`src/rtl/down_counter_ctrl.sv`:
```
// Countdown sequencer: loads a start value, counts it down at a prescaled tick rate,
// and supports pause, abort and periodic auto-reload with a one-cycle expiry pulse.
module down_counter_ctrl #(
  parameter int WIDTH = 32,
  parameter int DIV   = 1
) (
  input  logic             clk,
  input  logic             rst_n,
  input  logic             start,
  input  logic [WIDTH-1:0] load_val,
  input  logic             auto_reload,
  input  logic             pause,
  input  logic             abort,
  output logic [WIDTH-1:0] cnt,
  output logic             busy,
  output logic             paused,
  output logic             done,
  output logic [1:0]       state
);

  typedef enum logic [1:0] {IDLE = 2'd0, RUN = 2'd1, PAUSE = 2'd2, DONE = 2'd3} st_t;

  localparam int            PW      = (DIV > 1) ? $clog2(DIV) : 1;
  localparam logic [PW-1:0] PSC_MAX = PW'(DIV - 1);

  st_t              state_q, state_d;
  logic [WIDTH-1:0] cnt_q, cnt_d;
  logic [WIDTH-1:0] reload_q, reload_d;
  logic             ar_q, ar_d;
  logic [PW-1:0]    psc_q, psc_d;
  logic             done_q, done_d;
  logic             busy_q, busy_d;
  logic             paused_q, paused_d;

  logic load_ok, tick, expire;

  // Start is only honoured when not busy; abort outranks everything.
  assign load_ok = start && !abort && (state_q == IDLE || state_q == DONE);
  assign tick    = (state_q == RUN) && !abort && !pause && (psc_q == PSC_MAX);
  assign expire  = tick && (cnt_q == WIDTH'(1));

  always_ff @(posedge clk or negedge rst_n) begin
    if (!rst_n) state_q <= IDLE;
    else        state_q <= state_d;
  end

  always_comb begin
    state_d = state_q;
    if (abort)        state_d = IDLE;
    else if (load_ok) state_d = (load_val != '0) ? RUN : DONE;
    else begin
      case (state_q)
        RUN:     if (pause) state_d = PAUSE;
                 else if (expire && !ar_q) state_d = DONE;
        PAUSE:   if (!pause) state_d = RUN;
        default: state_d = state_q;
      endcase
    end
  end

  always_comb begin
    cnt_d    = cnt_q;
    reload_d = reload_q;
    ar_d     = ar_q;
    psc_d    = psc_q;
    done_d   = 1'b0;
    if (abort) begin
      cnt_d = '0;
      psc_d = '0;
    end else if (load_ok) begin
      psc_d = '0;
      if (load_val != '0) begin
        cnt_d    = load_val;
        reload_d = load_val;
        ar_d     = auto_reload;
      end else begin
        cnt_d  = '0;
        done_d = 1'b1;
      end
    end else if (state_q == RUN && !pause) begin
      psc_d = tick ? '0 : psc_q + 1'b1;
      if (expire) begin
        done_d = 1'b1;
        cnt_d  = ar_q ? reload_q : '0;
      end else if (tick) begin
        cnt_d = cnt_q - 1'b1;
      end
    end
    busy_d   = (state_d == RUN) || (state_d == PAUSE);
    paused_d = (state_d == PAUSE);
  end

  always_ff @(posedge clk or negedge rst_n) begin
    if (!rst_n) begin
      cnt_q    <= '0;
      reload_q <= '0;
      ar_q     <= 1'b0;
      psc_q    <= '0;
      done_q   <= 1'b0;
      busy_q   <= 1'b0;
      paused_q <= 1'b0;
    end else begin
      cnt_q    <= cnt_d;
      reload_q <= reload_d;
      ar_q     <= ar_d;
      psc_q    <= psc_d;
      done_q   <= done_d;
      busy_q   <= busy_d;
      paused_q <= paused_d;
    end
  end

  assign cnt    = cnt_q;
  assign busy   = busy_q;
  assign paused = paused_q;
  assign done   = done_q;
  assign state  = state_q;

endmodule

```
`config.mk`:
```
export PLATFORM = sky130hd
export DESIGN_NAME = down_counter_ctrl
export DESIGN_NICKNAME = d
export VERILOG_FILES = /design/src/rtl/down_counter_ctrl.sv
export SDC_FILE = /design/constraint.sdc
export NUM_CORES = 1
export LEC_CHECK = 0
export ABC_CLOCK_PERIOD_IN_PS = 4100
export CAP_MARGIN = 25
export CORE_AREA = 2 2 90 92
export CTS_BUF_LIST = sky130_fd_sc_hd__clkbuf_8 sky130_fd_sc_hd__clkbuf_16
export CTS_CLUSTER_DIAMETER = 80
export CTS_CLUSTER_SIZE = 30
export DETAILED_ROUTE_END_ITERATION = 12
export DIE_AREA = 0 0 92 94
export PLACE_DENSITY = 0.79
export SLEW_MARGIN = 25
export SYNTH_ARGS = -nofsm -noshare
export SYNTH_HDL_FRONTEND = slang
export SYNTH_SLANG_ARGS = --single-unit
```
`constraint.sdc`:
```
create_clock -name clk -period 4.1 [get_ports clk]
set_clock_uncertainty 0.2 [all_clocks]
set_input_delay 0.41 -clock clk [delete_from_list [all_inputs] [get_ports clk]]
set_output_delay 0.41 -clock clk [all_outputs]
set_load 0.02 [all_outputs]
```
Yosys cells after proc, flatten, opt, wreduce, memory -nomap -nowiden
Index checks and enable logic that the tools add are counted.
- mux-type cells: 23
- add/subtract/negate cells: 2
- equal/unequal tests: 6
- bitwise logic cells: 2
- reductions and logical operators: 19
- operators with widths (kind ; count):
    two-way mux 32 bit ; 7
    equality test 32 x 1 -> 1 bit, second input constant ; 1
    nonzero test 32 bit ; 1
    subtractor 32 x 1 -> 32 bit, second input constant ; 1
    two-way mux 2 bit ; 6
    two-way mux 1 bit ; 9
    logical AND 1 bit ; 8
    equality test 2 bit, second input constant ; 3
    equality test 2 x 1 -> 1 bit, second input constant ; 2
    case mux 2 bit (2 select lines) ; 1
    nonzero test 4 bit ; 1
    zero test 1 bit ; 3
    AND reduction 3 bit ; 1
    nonzero test 3 bit ; 1
    zero test 2 bit ; 1
    logical OR 1 bit ; 2
    NOT 1 bit ; 2
    AND reduction 2 bit ; 1
    adder 1 bit, second input constant ; 1
- register bits after elaboration: 71
- word-level logic and storage cells: 60
- output and inout bits: 37
- input port bits: 38

Logic depth before layout (Yosys ltp)
Gate-level depths: netlist of the first run.
- depth after elaboration: 13
- depth in mapped cells: 10
- gate-level depth less buffers: 9

Least setup slack after synthesis of the first run
OpenSTA, ideal clock, no wires.
- kind: flip-flop to flip-flop
- start: register cnt_q[14], in the netlist cnt[14]
- end: register busy_q, in the netlist busy
- stages on the path, launching flop included: 9
- arrival time: 2.814 ns
- period minus slack after synthesis: 3.127 ns
- setup time: 0.113 ns
- path slack: 0.973 ns
- buffers on the path: 1
- cell sequence: dfrtp_1 -> or4_4 -> or4b_4 -> or4_4 -> buf_6 -> o211ai_1 -> nand3_1 -> ha_1 -> inv_1
- cells in the longest elaborated chain, start to end: 10
- RTL lines (item ; line ; RTL):
    start: declaration ; 27 ; logic [WIDTH-1:0] cnt_q, cnt_d;
    start signal: assignment ; 103 ; cnt_q <= cnt_d;
    equality test 32 x 1 -> 1 bit * ; 40 ; assign expire = tick && (cnt_q == WIDTH'(1));
    logical AND 1 bit * ; 40 ;
    logical AND 1 bit * ; 54 ; else if (expire && !ar_q) state_d = DONE;
    two-way mux 2 bit * ; 54 ;
    two-way mux 2 bit * ; 53 ; RUN: if (pause) state_d = PAUSE;
    case mux 2 bit (2 select lines) * ; 52 ; case (state_q)
    two-way mux 2 bit * ; 50 ; else if (load_ok) state_d = (load_val != '0) ? RUN : DONE;
    two-way mux 2 bit * ; 49 ; if (abort) state_d = IDLE;
    equality test 2 x 1 -> 1 bit / equality test 2 bit (equally long branches) ; 89 ; busy_d = (state_d == RUN) || (state_d == PAUSE);
    logical OR 1 bit * ; 89 ;
    named net busy_d ; 32 ; logic busy_q, busy_d;
    end signal: assignment ; 108 ; busy_q <= busy_d;
    end: declaration ; 32 ;
Mark *: on every way through the listed nets, which the timed path passes. The rest lies on a longest branch.
A chain may end at the register's enable or synchronous reset.

Worst setup path in the final report of the first run
- start: register cnt_q[0], in the netlist cnt[0]
- end: register cnt_q[30], in the netlist cnt[30]
- cells in the longest elaborated chain, start to end: 6
- RTL lines (item ; line ; RTL):
    subtractor 32 x 1 -> 32 bit / equality test 32 x 1 -> 1 bit (equally long branches) ; 86, 40 ;
    two-way mux 32 bit / logical AND 1 bit (equally long branches) ; 85, 40 ;
    two-way mux 32 bit ; 82 ; if (expire) begin
    two-way mux 32 bit ; 80 ; end else if (state_q == RUN && !pause) begin
    two-way mux 32 bit ; 70 ; end else if (load_ok) begin
    two-way mux 32 bit ; 67 ; if (abort) begin
Parallel ways exist; a longest one is shown, timed or not. The select of a mux whose other input is x is not followed.

==> impl_metrics.ini, run 1 <==
[run_status]
status = finished, final reports clean

[die]
die_h_um = 94
start_util_pct = 51.50
die-area_mm2 = 0.008648
ios = 75
dieWidth_um = 92
rows = 32
core_mm2 = 0.007607

[yosys]
synth_top_cell_by_area = dfrtp_1
synth-adder-area-share_pct = 1.597
async_flop_share_pct = 100.0
postSynthAreaPerCell_um2 = 10.59
synth-edff-count = 0
synthXorXnorAreaFrac_pct = 5.589
synth-seq-cells = 71
synthCells = 370
synth-main-ff-cell = dfrtp_1
synth_mux_area_share_pct = 8.336
yosysUniqueCellTypes = 48
synth_top_area_share_pct = 45.35
syn-cell-area_mm2 = 0.003918
synth_fp_nets = 413
synth_top_family_by_area = compound AO/OA/AOI/OAI gates
ys_warn_count = 0
ys_seq_area_share_pct = 45.35
synth_compound_area_share_pct = 19.00
synthSimpleGateAreaFrac_pct = 15.62
synth_top_cells_by_area = dfrtp_1, mux2_2, a221o_2, xor2_1, a22oi_1

[timing]
clock.fmax_ghz = 0.3062
fin_crit_ns = 3.266
rsz0062_at_grt = no
setup_ws_ns = 0.8340
final_max_slew_viol_count = 0
worst_slew_pin_slew_ns = 0.8489
maxSlewHeadroom_pct = 43.41
final_hold_viol_count = 0
fin_crit_sh_pct = 79.66
fin_setup_tns_ns = 0
finalSetupViolCount = 0

[cts]
cts-buffers-inserted = 9
path_clk_slew_ns = 0.08
clk_latency_ns = 0.36
cts_tree = done
clock_path_buffers = 2
ctsResizeCount = 0
cts_htree_levels = 3
cts_sinks = 71
root_buffer = clkbuf_8
holdBufCountCts = 1
postCtsSetupBuffers = 0

[critical_path]
critical_path_class = flop to flop
crit_path_top_delay_cell = or4b_2
path_cells = inv_1 > ha_1 > or4b_2 > nor4_1 > nand3_1 > xnor2_1 > a221o_2
startpoint_type = flop
reg2reg_slack_ns = 0.83
crit_family = simple AND/OR/NAND/NOR gates
path_buf_inv = 1
crit_fanout = 9
worstPathRequired_ns = 4.13
cp.arrival_ns = 3.30
cpPeakStageDelay_ns = 0.78
endpoint_kind = flop

[layout]
most-common-layout-cells = clkdlybuf4s50_1, dfrtp_1, mux2_2
drive_above_1_share_pct = 19.56
fill_cells = 596
mostFrequentLayoutCell = clkdlybuf4s50_1
fin_nets = 488
fin_area_mm2 = 0.005015
diodes = 0
synthToLayoutAreaGrowth_pct = 28.01

[detailed_routing]
dr.pass1.iters = 5
drt_iter0_drc = 266
vias_per_cell = 6.255
drt_wl_total_um = 10710
vias = 3453
drc = 0
wire_per_inst_um = 19.41
ant_nets = 0

[global_route]
grt_max_degree = 52
track_usage_pct = 26.07
globalRouteOverflowTotal = 0
grt_pass1_wl_um = 17550
antenna_found_initial = 0
grt_pass1_vias = 3411

[placed_design]
dp_hpwl_um = 7477
pre_cts_ws_ns = 0.6073
place_congestion = 0.8878
placed_cell_area_mm2 = 0.004726
port_buffers = 74

[power]
vdd_drop_max_v = 0.0003668
p_leak_nw = 2.144
powerDensity_mw_per_mm2 = 655.1

[job]
drv.max_cap_violation_count = 0

[worst_hold_path]
hold_path.class = flop to flop
-- registers in the layout (all words and copies together) (netlist names) --
signal / count
psc_q: 1
reload_q: 32
cnt: 32
done: 1
state: 2
busy: 1
ar_q: 1
paused: 1
-- worst min-delay path, cell delays in order (launching register included) --
cell and delay (ns):
dfrtp_1 0.34, nand2_1 0.05, nand3_1 0.07
-- metal layers --
metal	part of all wire, %	track usage [%]	up-vias	routed length (um)
li1	-	-	1550	-
met1	42	34.54	1710	4469
met2	48	42.03	165	5182
met3	6.9	4.254	28	743
met4	3.0	12.44	0	318
met5	0	0	-	0
-- report_power, final --
group / internal, mW / switching (mW) / total (mW)
sequential: 0.948 / 0.239 / 1.19
clock: 0.499 / 0.269 / 0.767
combinational: 0.642 / 0.689 / 1.33
total: 2.09 / 1.20 / 3.29
-- final timing paths --
| kind | cells after the start | start | end |
|---|---|---|---|
| worst min-delay path | 2 | reload_q[24]$_DFFE_PN0P_ | cnt[24]$_DFFE_PN0P_ |
| worst max-delay path | 7 | cnt[0]$_DFFE_PN0P_ | cnt[30]$_DFFE_PN0P_ |
| min in group asynchronous | 2 | rst_n | busy$_DFF_PN0_ |
| worst max register to register | 7 | cnt[0]$_DFFE_PN0P_ | cnt[30]$_DFFE_PN0P_ |
| worst min register to register | 2 | reload_q[24]$_DFFE_PN0P_ | cnt[24]$_DFFE_PN0P_ |
| max in group asynchronous | 3 | rst_n | cnt[28]$_DFFE_PN0P_ |
-- cell type report --
class                      instances  area, um^2  share of cell area [%]
inverter                          10       37.54                  0.7485
clock inverter                     5       127.6                   2.545
tap                              102       127.6                   2.545
sequential                        71        1777                   35.43
timing repair buffer              86       828.3                   16.52
multi-input combinational        267        1966                   39.20
clock buffer                      11       151.4                   3.019
-- synth_stat cells (2+ instances only) --
cell,n
ha_1,5
a211oi_1,3
or3_2,3
mux2_2,29
buf_6,5
nand4_1,4
nand2_1,24
o21ai_0,17
xnor2_1,11
o31ai_1,8
o21a_1,2
a21oi_1,9
clkbuf_1,12
nand2b_1,2
nor4_1,18
a31oi_1,8
xor2_1,14
or4_4,2
or3_1,3
a22o_1,11
buf_1,2
and2_1,2
a22oi_1,16
nand3_1,6
nor2_1,24
and3_1,4
inv_1,10
o211ai_1,2
a22o_2,4
a221o_2,15
or4_1,3
nor3_1,6
dfrtp_1,71
-- stage by stage --
stage	cells	util, %	hold slack [ns]	power, mW
floorplan	370	-	-0.08559	2.041
global placement	535	62.12	0.1927	2.450
detailed placement	535	62.12	0.1889	2.509
CTS	552	65.92	0.3040	3.283
global route	552	65.92	0.3277	3.471
finish	552	65.92	0.2952	3.285
-- kinds of logic after synthesis --
group	after synthesis
AND/OR/NAND/NOR	110
AO/OA/AOI/OAI	98
flip-flops	71
buffers and inverters	32
multiplexers	29
XOR/XNOR	25
adder cells (fa/ha/maj)	5
Power figures use the tool's default switching activity.
==> run 2, diff against run 1 <==
--- a/config.mk
+++ b/config.mk
@@ -5,7 +5,7 @@
 export SDC_FILE = /design/constraint.sdc
 export NUM_CORES = 1
 export LEC_CHECK = 0
-export ABC_CLOCK_PERIOD_IN_PS = 4100
+export ABC_CLOCK_PERIOD_IN_PS = 3100
 export CAP_MARGIN = 25
 export CORE_AREA = 2 2 90 92
 export CTS_BUF_LIST = sky130_fd_sc_hd__clkbuf_8 sky130_fd_sc_hd__clkbuf_16
==> constraint.sdc (replaced) <==
create_clock -name clk -period 3.1 [get_ports clk]
set_clock_uncertainty 0.2 [all_clocks]
set_input_delay 0.31 -clock clk [delete_from_list [all_inputs] [get_ports clk]]
set_output_delay 0.31 -clock clk [all_outputs]
set_load 0.02 [all_outputs]
==> run 2 against run 1 <==
Net effect: routed wire length increased by 3.1%; sequential share of layout area decreased by 1.3 points; core utilization increased by 2.6 points; die area unchanged; critical path depth unchanged; hold slack got worse by 0.11 ns; sequential cell count unchanged; power increased by 27%; worst setup slack got worse by 0.77 ns; register-to-register slack got worse by 0.77 ns; maximum frequency increased by 7.6%; sequential power increased by 29%.
==> impl_metrics.ini, run 2 (same netlist as run 1, synthesis figures left out) <==
[detailed_routing]
vias = 3612
vias_per_cell = 6.228
drc = 0
dr.pass1.iters = 5
drt_wl_total_um = 11050
ant_nets = 0
wire_per_inst_um = 19.05
drt_iter0_drc = 356

[global_route]
grt_pass1_wl_um = 18240
antenna_found_initial = 0
grt_pass1_vias = 3600
track_usage_pct = 26.96
globalRouteOverflowTotal = 0
grt_max_degree = 35

[critical_path]
path_buf_inv = 1
r2r_cells = 7
worstPathRequired_ns = 3.14
crit_family = simple AND/OR/NAND/NOR gates
reg2reg_slack_ns = 0.06
path_cells = or4_4 > or4b_4 > or4_4 > o211ai_1 > nand3_1 > ha_1 > inv_1
cp.arrival_ns = 3.07
cp_common_cell = or4_4
critical_path_class = flop to flop
startpoint_type = flop
reg2reg_to = busy$_DFF_PN0_
cpPeakStageDelay_ns = 0.60
endpoint_kind = flop
worstReg2RegStart = cnt[13]$_DFFE_PN0P_
crit_path_top_delay_cell = or4_4
crit_fanout = 4

[timing]
fin_crit_ns = 3.036
final_max_slew_viol_count = 0
maxSlewHeadroom_pct = 40.24
finalSetupViolCount = 0
worst_slew_pin_slew_ns = 0.8954
fin_crit_sh_pct = 97.93
final_hold_viol_count = 0
clock.fmax_ghz = 0.3294

[die]
start_util_pct = 51.50
ios = 75
core_mm2 = 0.007607
rows = 32
die_h_um = 94
dieWidth_um = 92
die-area_mm2 = 0.008648

[cts]
cts_htree_levels = 3
cts_tree = done
root_buffer = clkbuf_8
clock_path_buffers = 2
clk_latency_ns = 0.35
cts_sinks = 71
cts-buffers-inserted = 9
path_clk_slew_ns = 0.06

[layout]
synthToLayoutAreaGrowth_pct = 33.06
final_util_pct = 68.52
fin_nets = 517
drive_above_1_share_pct = 24.90
diodes = 0
most-common-layout-cells = clkdlybuf4s50_1, dfrtp_1, buf_4
mostFrequentLayoutCell = clkdlybuf4s50_1
fill_cells = 585

[run_status]
status = finished, final reports clean

[placed_design]
dp_hpwl_um = 7949
place_congestion = 0.8714
port_buffers = 74

[power]
vdd_drop_max_v = 0.0004765
p_total_mw = 4.183
powerDensity_mw_per_mm2 = 802.4
p_leak_nw = 2.277

[job]
drv.max_cap_violation_count = 0

[worst_hold_path]
hold_path.class = primary input to asynchronous set/reset pin
## run 2: what timing repair did
action,CTS,global route
endpoints found under the hold margin,11,0
hold buffers,1,0
endpoints found under the setup margin,0,6
buffers inserted,0,2
gates resized for setup,0,6
## run 2: cell type report
class	instances	area (um^2)	share of cell area, %
clock buffer	11	151.4	2.904
multi-input combinational	267	1993	38.24
timing repair buffer	115	1109	21.27
inverter	10	37.54	0.7201
sequential	71	1778	34.11
clock inverter	4	16.27	0.3120
tap	102	127.6	2.448
## run 2: metrics by stage
step / setup TNS [ns] / cells / worst slack, ns / cell area (um^2) / hold WS, ns
after floorplan: -0.01363 / 370 / -0.008022 / 3919 / -0.1856
after global placement: 0 / 562 / 0.1118 / 4980 / 0.006454
after detailed placement: 0 / 562 / 0.02572 / 4980 / 0.009638
after CTS: 0 / 578 / 0.01113 / 5157 / 0.1774
after global routing: -0.004377 / 580 / -0.004377 / 5213 / 0.1900
final: 0 / 580 / 0.06420 / 5213 / 0.1879
## run 2: metal layers
metal	track usage, %	part of all wire, %
met1	36.32	42
met2	43.63	49
met3	4.093	6.8
met4	11.57	2.4
met5	0	0
## run 2: worst max-delay path by stage
stage                                   start                  end  cells after the start  slack, ns
after floorplan           cnt[18]$_DFFE_PN0P_  cnt[29]$_DFFE_PN0P_                      7     -0.008
after global placement    cnt[14]$_DFFE_PN0P_       busy$_DFF_PN0_                      7       0.11
after detailed placement  cnt[14]$_DFFE_PN0P_       busy$_DFF_PN0_                      7       0.03
after CTS                 cnt[14]$_DFFE_PN0P_       busy$_DFF_PN0_                      7       0.01
after global routing      cnt[13]$_DFFE_PN0P_       busy$_DFF_PN0_                      7     -0.004
final                     cnt[13]$_DFFE_PN0P_       busy$_DFF_PN0_                      7       0.06
## run 2: power by group
part | internal (mW) | switching, mW
registers | 1.26 | 0.274
clock network | 0.320 | 0.329
logic | 1.01 | 0.998
total | 2.58 | 1.60
